$ cat src/rtl/spi_pkg.sv
// Shared types for the SPI master transfer engine: FSM states and the
// per-transfer configuration captured when a start request is accepted.
package spi_pkg;

    typedef enum logic [2:0] {
        IDLE  = 3'd0,
        SETUP = 3'd1,
        SHIFT = 3'd2,
        HOLD  = 3'd3,
        DONE  = 3'd4
    } state_t;

    typedef struct packed {
        logic cpol;
        logic cpha;
        logic lsb_first;
    } spi_cfg_t;

endpackage

$ cat src/rtl/spi_clk_gen.sv
// Half-period counter for the SPI master. Counts 0..H-1 while enabled and
// strobes on the last count; while edge counting is enabled it also tracks
// how many SCLK edges have been issued so the engine knows the phase of the
// next edge (leading/trailing) and when the final edge is due.
module spi_clk_gen #(
    parameter int N     = 8,
    parameter int DIV_W = 8
) (
    input  logic           clk_c,
    input  logic           reset_r,
    input  logic           enable,
    input  logic           count_edges,
    input  logic [DIV_W:0] half_period,
    output logic           edge_strobe,
    output logic           leading,
    output logic           last_edge
);

    localparam int EW = $clog2(2 * N) + 1;

    logic [DIV_W-1:0] cnt_r;
    logic [EW-1:0]    edge_idx_r;
    logic [DIV_W:0]   terminal_s;

    // Decode the terminal count and the phase of the next SCLK edge.
    always_comb begin
        terminal_s  = half_period - {{DIV_W{1'b0}}, 1'b1};
        edge_strobe = enable && ({1'b0, cnt_r} == terminal_s);
        leading     = ~edge_idx_r[0];
        last_edge   = (edge_idx_r == EW'(2 * N - 1));
    end

    // Half-period counter; restarts at every strobe and idles at zero.
    always_ff @(posedge clk_c) begin
        if (reset_r) begin
            cnt_r <= '0;
        end else if (!enable || edge_strobe) begin
            cnt_r <= '0;
        end else begin
            cnt_r <= cnt_r + DIV_W'(1);
        end
    end

    // Number of SCLK edges already issued in the current shift phase.
    always_ff @(posedge clk_c) begin
        if (reset_r) begin
            edge_idx_r <= '0;
        end else if (!count_edges) begin
            edge_idx_r <= '0;
        end else if (edge_strobe) begin
            edge_idx_r <= edge_idx_r + EW'(1);
        end else begin
            edge_idx_r <= edge_idx_r;
        end
    end

endmodule

$ cat src/rtl/spi_master_engine.sv
// SPI master transfer engine: one full-duplex N-bit word per accepted start,
// runtime SCLK divider, all four CPOL/CPHA modes and MSB/LSB-first order.
// Every pin-side and handshake output is driven straight from a flop.
module spi_master_engine
    import spi_pkg::*;
#(
    parameter int N     = 8,
    parameter int DIV_W = 8
) (
    input  logic             clk_c,
    input  logic             reset_r,
    input  logic             start_i,
    input  logic [N-1:0]     data_i,
    input  logic             cpol_i,
    input  logic             cpha_i,
    input  logic             lsb_first_i,
    input  logic [DIV_W-1:0] div_i,
    input  logic             miso_i,
    output logic             sclk_o,
    output logic             mosi_o,
    output logic             cs_n_o,
    output logic             busy_o,
    output logic             done_o,
    output logic [N-1:0]     q_o
);

    state_t         state_r;
    state_t         next_state_s;
    spi_cfg_t       cfg_r;
    logic [DIV_W:0] half_r;
    logic [N-1:0]   tx_r;
    logic [N-1:0]   rx_r;

    logic clk_en_s;
    logic shift_s;
    logic edge_strobe_s;
    logic leading_s;
    logic last_edge_s;
    logic shift_edge_s;
    logic tx_adv_s;
    logic rx_smp_s;

    // Bit that goes on the wire next, given the remaining transmit bits.
    function automatic logic head_bit(input logic [N-1:0] w, input logic lsb);
        return lsb ? w[0] : w[N-1];
    endfunction

    // Remaining transmit bits after the head bit has been sent.
    function automatic logic [N-1:0] drop_head(input logic [N-1:0] w, input logic lsb);
        return lsb ? {1'b0, w[N-1:1]} : {w[N-2:0], 1'b0};
    endfunction

    // Append a received bit so the word reads in wire order.
    function automatic logic [N-1:0] push_rx(input logic [N-1:0] w, input logic lsb,
                                             input logic b);
        return lsb ? {b, w[N-1:1]} : {w[N-2:0], b};
    endfunction

    spi_clk_gen #(
        .N     (N),
        .DIV_W (DIV_W)
    ) u_clk_gen (
        .clk_c       (clk_c),
        .reset_r     (reset_r),
        .enable      (clk_en_s),
        .count_edges (shift_s),
        .half_period (half_r),
        .edge_strobe (edge_strobe_s),
        .leading     (leading_s),
        .last_edge   (last_edge_s)
    );

    // Run the half-period counter in every timed state; count edges in SHIFT.
    always_comb begin
        clk_en_s = 1'b0;
        shift_s  = 1'b0;
        case (state_r)
            SETUP, HOLD: begin
                clk_en_s = 1'b1;
            end
            SHIFT: begin
                clk_en_s = 1'b1;
                shift_s  = 1'b1;
            end
            default: begin
                clk_en_s = 1'b0;
                shift_s  = 1'b0;
            end
        endcase
    end

    // Map SCLK edges to transmit-advance and receive-sample events per CPHA.
    always_comb begin
        shift_edge_s = shift_s && edge_strobe_s;
        tx_adv_s     = 1'b0;
        rx_smp_s     = 1'b0;
        if (cfg_r.cpha) begin
            tx_adv_s = shift_edge_s && leading_s;
            rx_smp_s = shift_edge_s && !leading_s;
        end else begin
            // The first bit is already on MOSI, so the final trailing edge has nothing to shift out.
            tx_adv_s = shift_edge_s && !leading_s && !last_edge_s;
            rx_smp_s = shift_edge_s && leading_s;
        end
    end

    // Next-state logic for the transfer sequence.
    always_comb begin
        next_state_s = state_r;
        case (state_r)
            IDLE: begin
                if (start_i) next_state_s = SETUP;
                else         next_state_s = IDLE;
            end
            SETUP: begin
                if (edge_strobe_s) next_state_s = SHIFT;
                else               next_state_s = SETUP;
            end
            SHIFT: begin
                if (edge_strobe_s && last_edge_s) next_state_s = HOLD;
                else                              next_state_s = SHIFT;
            end
            HOLD: begin
                if (edge_strobe_s) next_state_s = DONE;
                else               next_state_s = HOLD;
            end
            DONE: begin
                next_state_s = IDLE;
            end
            default: begin
                next_state_s = IDLE;
            end
        endcase
    end

    // State register.
    always_ff @(posedge clk_c) begin
        if (reset_r) begin
            state_r <= IDLE;
        end else begin
            state_r <= next_state_s;
        end
    end

    // Configuration latch, shift registers and registered pin/handshake outputs.
    always_ff @(posedge clk_c) begin
        if (reset_r) begin
            cfg_r   <= '0;
            half_r  <= '0;
            tx_r    <= '0;
            rx_r    <= '0;
            sclk_o  <= 1'b0;
            mosi_o  <= 1'b0;
            cs_n_o  <= 1'b1;
            busy_o  <= 1'b0;
            done_o  <= 1'b0;
            q_o     <= '0;
        end else begin
            done_o <= 1'b0;
            case (state_r)
                IDLE: begin
                    sclk_o <= cpol_i;
                    cs_n_o <= 1'b1;
                    busy_o <= 1'b0;
                    if (start_i) begin
                        cfg_r.cpol      <= cpol_i;
                        cfg_r.cpha      <= cpha_i;
                        cfg_r.lsb_first <= lsb_first_i;
                        half_r          <= {1'b0, div_i} + {{DIV_W{1'b0}}, 1'b1};
                        rx_r            <= '0;
                        busy_o          <= 1'b1;
                        cs_n_o          <= 1'b0;
                        if (!cpha_i) begin
                            // CPHA=0 presents the first bit before the first edge.
                            mosi_o <= head_bit(data_i, lsb_first_i);
                            tx_r   <= drop_head(data_i, lsb_first_i);
                        end else begin
                            mosi_o <= 1'b0;
                            tx_r   <= data_i;
                        end
                    end
                end
                SETUP: begin
                    sclk_o <= cfg_r.cpol;
                end
                SHIFT: begin
                    if (edge_strobe_s) begin
                        sclk_o <= ~sclk_o;
                    end
                    if (tx_adv_s) begin
                        mosi_o <= head_bit(tx_r, cfg_r.lsb_first);
                        tx_r   <= drop_head(tx_r, cfg_r.lsb_first);
                    end
                    if (rx_smp_s) begin
                        rx_r <= push_rx(rx_r, cfg_r.lsb_first, miso_i);
                    end
                end
                HOLD: begin
                    sclk_o <= cfg_r.cpol;
                    if (edge_strobe_s) begin
                        done_o <= 1'b1;
                        busy_o <= 1'b0;
                        cs_n_o <= 1'b1;
                        q_o    <= rx_r;
                    end
                end
                DONE: begin
                    sclk_o <= cfg_r.cpol;
                    cs_n_o <= 1'b1;
                    busy_o <= 1'b0;
                end
                default: begin
                    sclk_o <= 1'b0;
                    cs_n_o <= 1'b1;
                    busy_o <= 1'b0;
                end
            endcase
        end
    end

endmodule

$ cat config.mk
export PLATFORM = sky130hd
export DESIGN_NAME = spi_master_engine
export DESIGN_NICKNAME = d
export VERILOG_FILES = /design/src/rtl/spi_pkg.sv /design/src/rtl/spi_clk_gen.sv /design/src/rtl/spi_master_engine.sv
export SDC_FILE = /design/constraint.sdc
export NUM_CORES = 1
export LEC_CHECK = 0
export CAP_MARGIN = 20
export CORE_ASPECT_RATIO = 1.75
export CORE_UTILIZATION = 50
export CTS_CLUSTER_DIAMETER = 80
export DETAILED_ROUTE_END_ITERATION = 10
export PLACE_DENSITY = 0.68
export SETUP_SLACK_MARGIN = 0.02
export SYNTH_ARGS = -nofsm -noshare
export SYNTH_HDL_FRONTEND = slang
export SYNTH_SLANG_ARGS = --single-unit
export TNS_END_PERCENT = 50
$ cat constraint.sdc
create_clock -name clk_c -period 3.2 [get_ports clk_c]
set_input_delay 0.8 -clock clk_c [delete_from_list [all_inputs] [get_ports clk_c]]
set_output_delay 0.8 -clock clk_c [all_outputs]
set_load 0.05 [all_outputs]
==> impl_metrics.json, run 1 <==
{
  "status": "finished clean",
  "antenna_cells_inserted": 0,
  "synth_edf_count": 0,
  "floorplan.die_area_sq_mm": 0.00691,
  "grt_start_max_net_pins": 36,
  "route.detailed.drc": 0,
  "worstPathArrival_ns": 2.85,
  "holdWs_ns": 0.461,
  "worstSkewPairLatency_ns": 0.34,
  "setup_violations": 0,
  "post-cts-setup-buffer-count": 0,
  "async_flop_share_pct": 0,
  "postCtsHoldBufs": 0,
  "area_delta_synth_final_pct": 18.5,
  "worst-path-max-fanout": 7,
  "grt-ovfl-total": 0,
  "finalCritPeriodShare_pct": 81.6,
  "vdd.ir_drop.worst_mv": 0.443,
  "initial_core_utilization_pct": 52.4,
  "slew_viol_final": 0,
  "placed_cells_incl_taps": 482,
  "post_drt_wl_per_cell_um": 15.9,
  "ctsHtreeMaxLevel": 3,
  "power_mw": 1.83,
  "root_buffer": "sky130_fd_sc_hd__clkbuf_8",
  "clock_slew_seen_by_the_registers_of_the_worst_setup_and_hold_paths_ns": 0.07,
  "worstSetupPathType": "reg -> reg",
  "first_global_vias": 2828,
  "synth-warning-count": 0,
  "tightestPinTransition_ns": 0.601,
  "design.core.area_sq_mm": 0.00628,
  "syn_avg_cell_area_sq_um": 8.47,
  "tns_ns": 0,
  "drt_first_pass_iters": 4,
  "final_core_area_utilization_pct": 62.0,
  "synthCells": 388,
  "final-hold-violation-count": 0,
  "maxCapViolCount": 0,
  "die_x_um": 63.3,
  "synth-seq-cells": 57,
  "power_leakage_nw": 1.36,
  "antenna_violations_before_repair": 0,
  "routed_via_density": 5.84,
  "ios": 36,
  "layout-drive-gt1-share_pct": 8.85,
  "clockBufferDepth": 2,
  "cts_made_buffers": 9,
  "io_buffers": 35,
  "std_cell_rows": 38,
  "maxClockFrequency_mhz": 383,
  "start_kind": "flop",
  "wire_length_of_the_first_global_routing_pass_um": 12900,
  "instances_no_fill": 498,
  "power.density_mw_per_mm2": 470,
  "worstSetupStartpoint": "half_r[0]$_SDFFE_PP0P_",
  "count_of_fill_cells_added_during_filler_insertion": 595,
  "dieHeight_um": 109,
  "via_count": 2908,
  "skew_ns": 0.0112,
  "place_hpwl_um": 5880,
  "finalNetCount": 441,
  "endpoint_kind": "flop",
  "postRouteWirelength_um": 7910,
  "synth_ff_type": "sky130_fd_sc_hd__dfxtp_1",
  "min_period_ns": 2.61,
  "grt_use_total_pct": 24.4,
  "synth.cell_area_sq_mm": 0.00329,
  "final_antenna_net_count": 0,
  "place_congestion": 0.941,
  "cts.repair.resized": 0,
  "clock_sinks": 57,
  "drt-initial-drc-count": 109,
  "cts_tree": "yes",
  "synth_cell_type_count": 60,
  "worstPathRequired_ns": 3.44,
  "postSynthNetCount": 416,
  "worst_slew_margin_pct": 59.8,
  "yosysSeqAreaShare_pct": 34.7,
  "worst_hold_startpoint": "busy_o$_SDFFE_PP0P_",
  "rsz_0062_raised_after_global_routing": "no",
  "timing.rr.start": "half_r[0]$_SDFFE_PP0P_",
  "worst_hold_path_type": "reg -> reg"
}
layout by cell type, fill, tap and decap left out, types with 2 or more instances in the layout:
master	count
sky130_fd_sc_hd__bufinv_16	2
sky130_fd_sc_hd__clkbuf_8	10
sky130_fd_sc_hd__and4_1	2
sky130_fd_sc_hd__o211ai_1	8
sky130_fd_sc_hd__buf_4	7
sky130_fd_sc_hd__o21ai_1	12
sky130_fd_sc_hd__nor2_1	39
sky130_fd_sc_hd__a31oi_1	3
sky130_fd_sc_hd__and2_1	3
sky130_fd_sc_hd__nand2_1	19
sky130_fd_sc_hd__mux2i_1	27
sky130_fd_sc_hd__dfxtp_1	57
sky130_fd_sc_hd__nor3b_1	2
sky130_fd_sc_hd__a21o_1	2
sky130_fd_sc_hd__a2111oi_1	2
sky130_fd_sc_hd__a211o_1	6
sky130_fd_sc_hd__a311oi_1	2
sky130_fd_sc_hd__ha_1	5
sky130_fd_sc_hd__nor2b_1	4
sky130_fd_sc_hd__o21ai_2	2
sky130_fd_sc_hd__xor2_1	11
sky130_fd_sc_hd__or3_1	10
sky130_fd_sc_hd__nand3_1	20
sky130_fd_sc_hd__inv_1	6
sky130_fd_sc_hd__and3_1	3
sky130_fd_sc_hd__clkdlybuf4s50_1	34
sky130_fd_sc_hd__a21boi_1	2
sky130_fd_sc_hd__o21ai_0	6
sky130_fd_sc_hd__a211oi_1	17
sky130_fd_sc_hd__nand4_1	2
sky130_fd_sc_hd__nand2b_1	7
sky130_fd_sc_hd__a21oi_1	30
sky130_fd_sc_hd__nor3_1	11
sky130_fd_sc_hd__xnor2_1	13
worst paths after layout:
check                                           end  slack [ns]  depth (start not counted)
worst min-delay path            busy_o$_SDFFE_PP0P_        0.46                          2
worst max-delay path            mosi_o$_SDFFE_PP0P_        0.59                          8
worst max register to register  mosi_o$_SDFFE_PP0P_        0.59                          8
worst min register to register  busy_o$_SDFFE_PP0P_        0.46                          2
sequential cells by signal, indices dropped and copies added, names as in the netlist:
signal                flops
u_clk_gen.cnt_r           8
cfg_r                     3
rx_r                      8
q_o                       8
sclk_o                    1
mosi_o                    1
done_o                    1
busy_o                    1
state_r                   3
u_clk_gen.edge_idx_r      5
half_r                    9
tx_r                      8
cs_n_o                    1
cell type report:
type,count,area [sq um],area share (%)
inverters,6,22.5,0.578
well taps,80,100,2.57
flip-flops and latches,57,1140,29.3
clock inverters,6,90.1,2.31
repair buffers,42,398,10.2
multi-input cells,297,2000,51.5
clock buffers,10,138,3.53
worst max-delay path, cell delays in order (launching register included):
cell and delay, ns:
sky130_fd_sc_hd__dfxtp_1 0.39, sky130_fd_sc_hd__inv_1 0.10, sky130_fd_sc_hd__ha_1 0.25, sky130_fd_sc_hd__nor3b_1 0.38, sky130_fd_sc_hd__nor3_1 0.15, sky130_fd_sc_hd__a311oi_2 0.31, sky130_fd_sc_hd__nand2_2 0.19, sky130_fd_sc_hd__a31oi_4 0.38
sky130_fd_sc_hd__mux2_1 0.35
stage by stage:
stage | area, sq um | setup WS (ns)
final | 3890 | 0.589
after global routing | 3890 | 0.422
after CTS | 3890 | 0.593
after detailed placement | 3670 | 0.586
after global placement | 3670 | 0.649
after floorplan | 3290 | 0.889
per-layer routing:
layer	track usage [%]	wire length, um	part of all wire, %	vias to the layer above
met3	4.08	195	2.5	20
met2	47.7	4420	56	47
met4	14.4	241	3.0	0
li1	-	-	-	1474
met1	23.2	3050	39	1367
met5	0	0	0	-
cell usage after synthesis (3+ instances only):
cell | n | area, sq um
sky130_fd_sc_hd__dfxtp_1 | 57 | 1140
sky130_fd_sc_hd__nor2_1 | 39 | 146
sky130_fd_sc_hd__a21oi_1 | 30 | 150
sky130_fd_sc_hd__mux2i_1 | 27 | 270
sky130_fd_sc_hd__nand3_1 | 20 | 100
sky130_fd_sc_hd__clkbuf_1 | 19 | 71.3
sky130_fd_sc_hd__nand2_1 | 19 | 71.3
sky130_fd_sc_hd__a211oi_1 | 17 | 128
sky130_fd_sc_hd__xnor2_1 | 13 | 114
sky130_fd_sc_hd__o21ai_1 | 12 | 60.1
sky130_fd_sc_hd__nor3_1 | 11 | 55.1
sky130_fd_sc_hd__xor2_1 | 11 | 96.3
sky130_fd_sc_hd__or3_1 | 10 | 62.6
sky130_fd_sc_hd__o211ai_1 | 8 | 60.1
sky130_fd_sc_hd__nand2b_1 | 7 | 43.8
sky130_fd_sc_hd__a211o_1 | 6 | 52.6
sky130_fd_sc_hd__inv_1 | 6 | 22.5
sky130_fd_sc_hd__o21ai_0 | 6 | 30.0
sky130_fd_sc_hd__ha_1 | 5 | 62.6
sky130_fd_sc_hd__buf_2 | 4 | 20.0
sky130_fd_sc_hd__nor2b_1 | 4 | 25.0
sky130_fd_sc_hd__a31oi_1 | 3 | 18.8
sky130_fd_sc_hd__and2_1 | 3 | 18.8
sky130_fd_sc_hd__and3_1 | 3 | 18.8
sky130_fd_sc_hd__buf_1 | 3 | 11.3
cells by family after synthesis:
group	synth area share, %
adder cells (fa/ha/maj)	1.90
XOR/XNOR	6.40
AO/OA/AOI/OAI	22.5
buffers and inverters	4.49
multiplexers	9.36
flip-flops	34.7
AND/OR/NAND/NOR	20.7
power breakdown:
group          internal, mW  total, mW  switching [mW]  leakage, nW
sequential            0.734      0.771          0.0364        0.464
clock                 0.462      0.770           0.308        0.113
combinational         0.131      0.290           0.159        0.788
No activity file was read; power rests on OpenSTA's default activity.
==> run 2, diff against run 1 <==
==> constraint.sdc (replaced) <==
create_clock -name clk_c -period 2.5 [get_ports clk_c]
set_input_delay 0.625 -clock clk_c [delete_from_list [all_inputs] [get_ports clk_c]]
set_output_delay 0.625 -clock clk_c [all_outputs]
set_load 0.05 [all_outputs]
==> impl_metrics.json, run 2 (same netlist as run 1, synthesis figures left out) <==
{
  "status": "finished clean",
  "post_drt_wl_per_cell_um": 15.6,
  "grt_start_max_net_pins": 36,
  "via_count": 3009,
  "antenna_violations_before_repair": 0,
  "clockBufferDepth": 2,
  "route.detailed.drc": 0,
  "met3RoutedLength_um": 237,
  "die_x_um": 63.3,
  "dieHeight_um": 109,
  "std_cell_rows": 38,
  "min_period_ns": 2.35,
  "power_mw": 2.26,
  "vdd.ir_drop.worst_mv": 0.421,
  "worstPathArrival_ns": 2.57,
  "largest_register_ffs": 9,
  "worst_slew_margin_pct": 59.7,
  "wire_length_of_the_first_global_routing_pass_um": 13100,
  "slew_viol_final": 0,
  "maxClockFrequency_mhz": 425,
  "postCtsHoldBufs": 0,
  "worst_hold_path_type": "reg -> reg",
  "tightestPinTransition_ns": 0.603,
  "endpoint_kind": "flop",
  "cts_tree": "yes",
  "finalNetCount": 454,
  "final_antenna_net_count": 0,
  "clock_slew_seen_by_the_registers_of_the_worst_setup_and_hold_paths_ns": 0.07,
  "top_register": "half_r",
  "rsz_0062_raised_after_global_routing": "no",
  "ios": 36,
  "topRoutingLayerUsed": "met4",
  "worstSkewPairLatency_ns": 0.34,
  "io_buffers": 35,
  "worstSetupPathType": "reg -> reg",
  "instances_no_fill": 511,
  "area_delta_synth_final_pct": 21.1,
  "cts_made_buffers": 9,
  "drt_first_pass_iters": 4,
  "floorplan.die_area_sq_mm": 0.00691,
  "placed_cells_incl_taps": 492,
  "ctsHtreeMaxLevel": 3,
  "final-hold-violation-count": 0,
  "wl_met1_um": 2890,
  "design.core.area_sq_mm": 0.00628,
  "finalCritPeriodShare_pct": 94.2,
  "clock_sinks": 57,
  "place_hpwl_um": 5910,
  "routed-wl-met2_um": 4590,
  "drt-initial-drc-count": 104,
  "routed_via_density": 5.89,
  "skew_ns": 0.00754,
  "worst-path-max-fanout": 16,
  "root_buffer": "sky130_fd_sc_hd__clkbuf_8",
  "layout-drive-gt1-share_pct": 12.3,
  "postRouteWirelength_um": 7960,
  "power.density_mw_per_mm2": 567,
  "initial_core_utilization_pct": 52.4,
  "grt-ovfl-total": 0,
  "start_kind": "flop",
  "layout.cells.most_common": "sky130_fd_sc_hd__dfxtp_1",
  "antenna_cells_inserted": 0,
  "power_leakage_nw": 1.41,
  "worstPathRequired_ns": 2.71,
  "tns_ns": 0,
  "count_of_fill_cells_added_during_filler_insertion": 576,
  "setup_violations": 0,
  "grt_use_total_pct": 24.5,
  "maxCapViolCount": 0,
  "layout.cells.most_common_list": "55 x sky130_fd_sc_hd__dfxtp_1, 39 x sky130_fd_sc_hd__nor2_1, 34 x sky130_fd_sc_hd__clkdlybuf4s50_1, 30 x sky130_fd_sc_hd__a21oi_1, 27 x sky130_fd_sc_hd__mux2i_1",
  "place_congestion": 0.854,
  "first_global_vias": 2888
}
## run 2: per-stage QoR
stage	setup slack, ns	hold WS (ns)	utilization (%)	area (sq um)
6_report	0.145	0.463	63.4	3980
5_1_grt	0.0202	0.483	63.4	3980
4_1_cts	0.0243	0.466	62.9	3950
3_5_place_dp	0.0197	0.458	59.6	3740
3_3_place_gp	0.123	0.445	59.6	3740
2_1_floorplan	0.189	0.436	-	3290
## run 2: layer usage
layer | vias up | track usage [%]
met2 | 57 | 48.4
met1 | 1434 | 22.9
met4 | 0 | 13.5
met3 | 17 | 5.02
met5 | - | 0
li1 | 1501 | -
## run 2: where the power goes
group          leakage, nW  internal (mW)  switching (mW)  total (mW)
clock               0.0949          0.488           0.393       0.881
sequential           0.465          0.940          0.0439       0.984
combinational        0.848          0.182           0.209       0.391
total                 1.41           1.61           0.646        2.26
## run 2: final timing paths
kind                                from                    to  slack [ns]  cells past startpoint
hold reg to reg      busy_o$_SDFFE_PP0P_   busy_o$_SDFFE_PP0P_        0.46                      2
setup / recovery  half_r[0]$_SDFFE_PP0P_  rx_r[6]$_SDFFE_PP0P_        0.15                      6
hold / removal       busy_o$_SDFFE_PP0P_   busy_o$_SDFFE_PP0P_        0.46                      2
setup reg to reg  half_r[0]$_SDFFE_PP0P_  rx_r[6]$_SDFFE_PP0P_        0.15                      6
## run 2: repair_timing
action	in CTS	in global routing
gates resized for setup	1	6
endpoints found under the setup margin	1	42
pin swaps	0	2
gates cloned	0	2
buffers inserted	0	1
## run 2: critical path, cell delays in order (launching register included)
cell and delay, ns:
sky130_fd_sc_hd__dfxtp_4 0.37, sky130_fd_sc_hd__nor4_4 0.40, sky130_fd_sc_hd__mux2_4 0.34, sky130_fd_sc_hd__a311o_2 0.46
sky130_fd_sc_hd__o211ai_4 0.41, sky130_fd_sc_hd__or3_1 0.18, sky130_fd_sc_hd__a21oi_1 0.06
## run 2: cell type report
type / count / area (sq um) / share of cell area, %
Clock buffer: 10 / 138 / 3.46
Timing Repair Buffer: 55 / 494 / 12.4
Clock inverter: 6 / 66.3 / 1.67
Inverter: 6 / 22.5 / 0.566
Tap cell: 80 / 100 / 2.52
Sequential cell: 57 / 1150 / 28.9
Multi-Input combinational cell: 297 / 2010 / 50.5
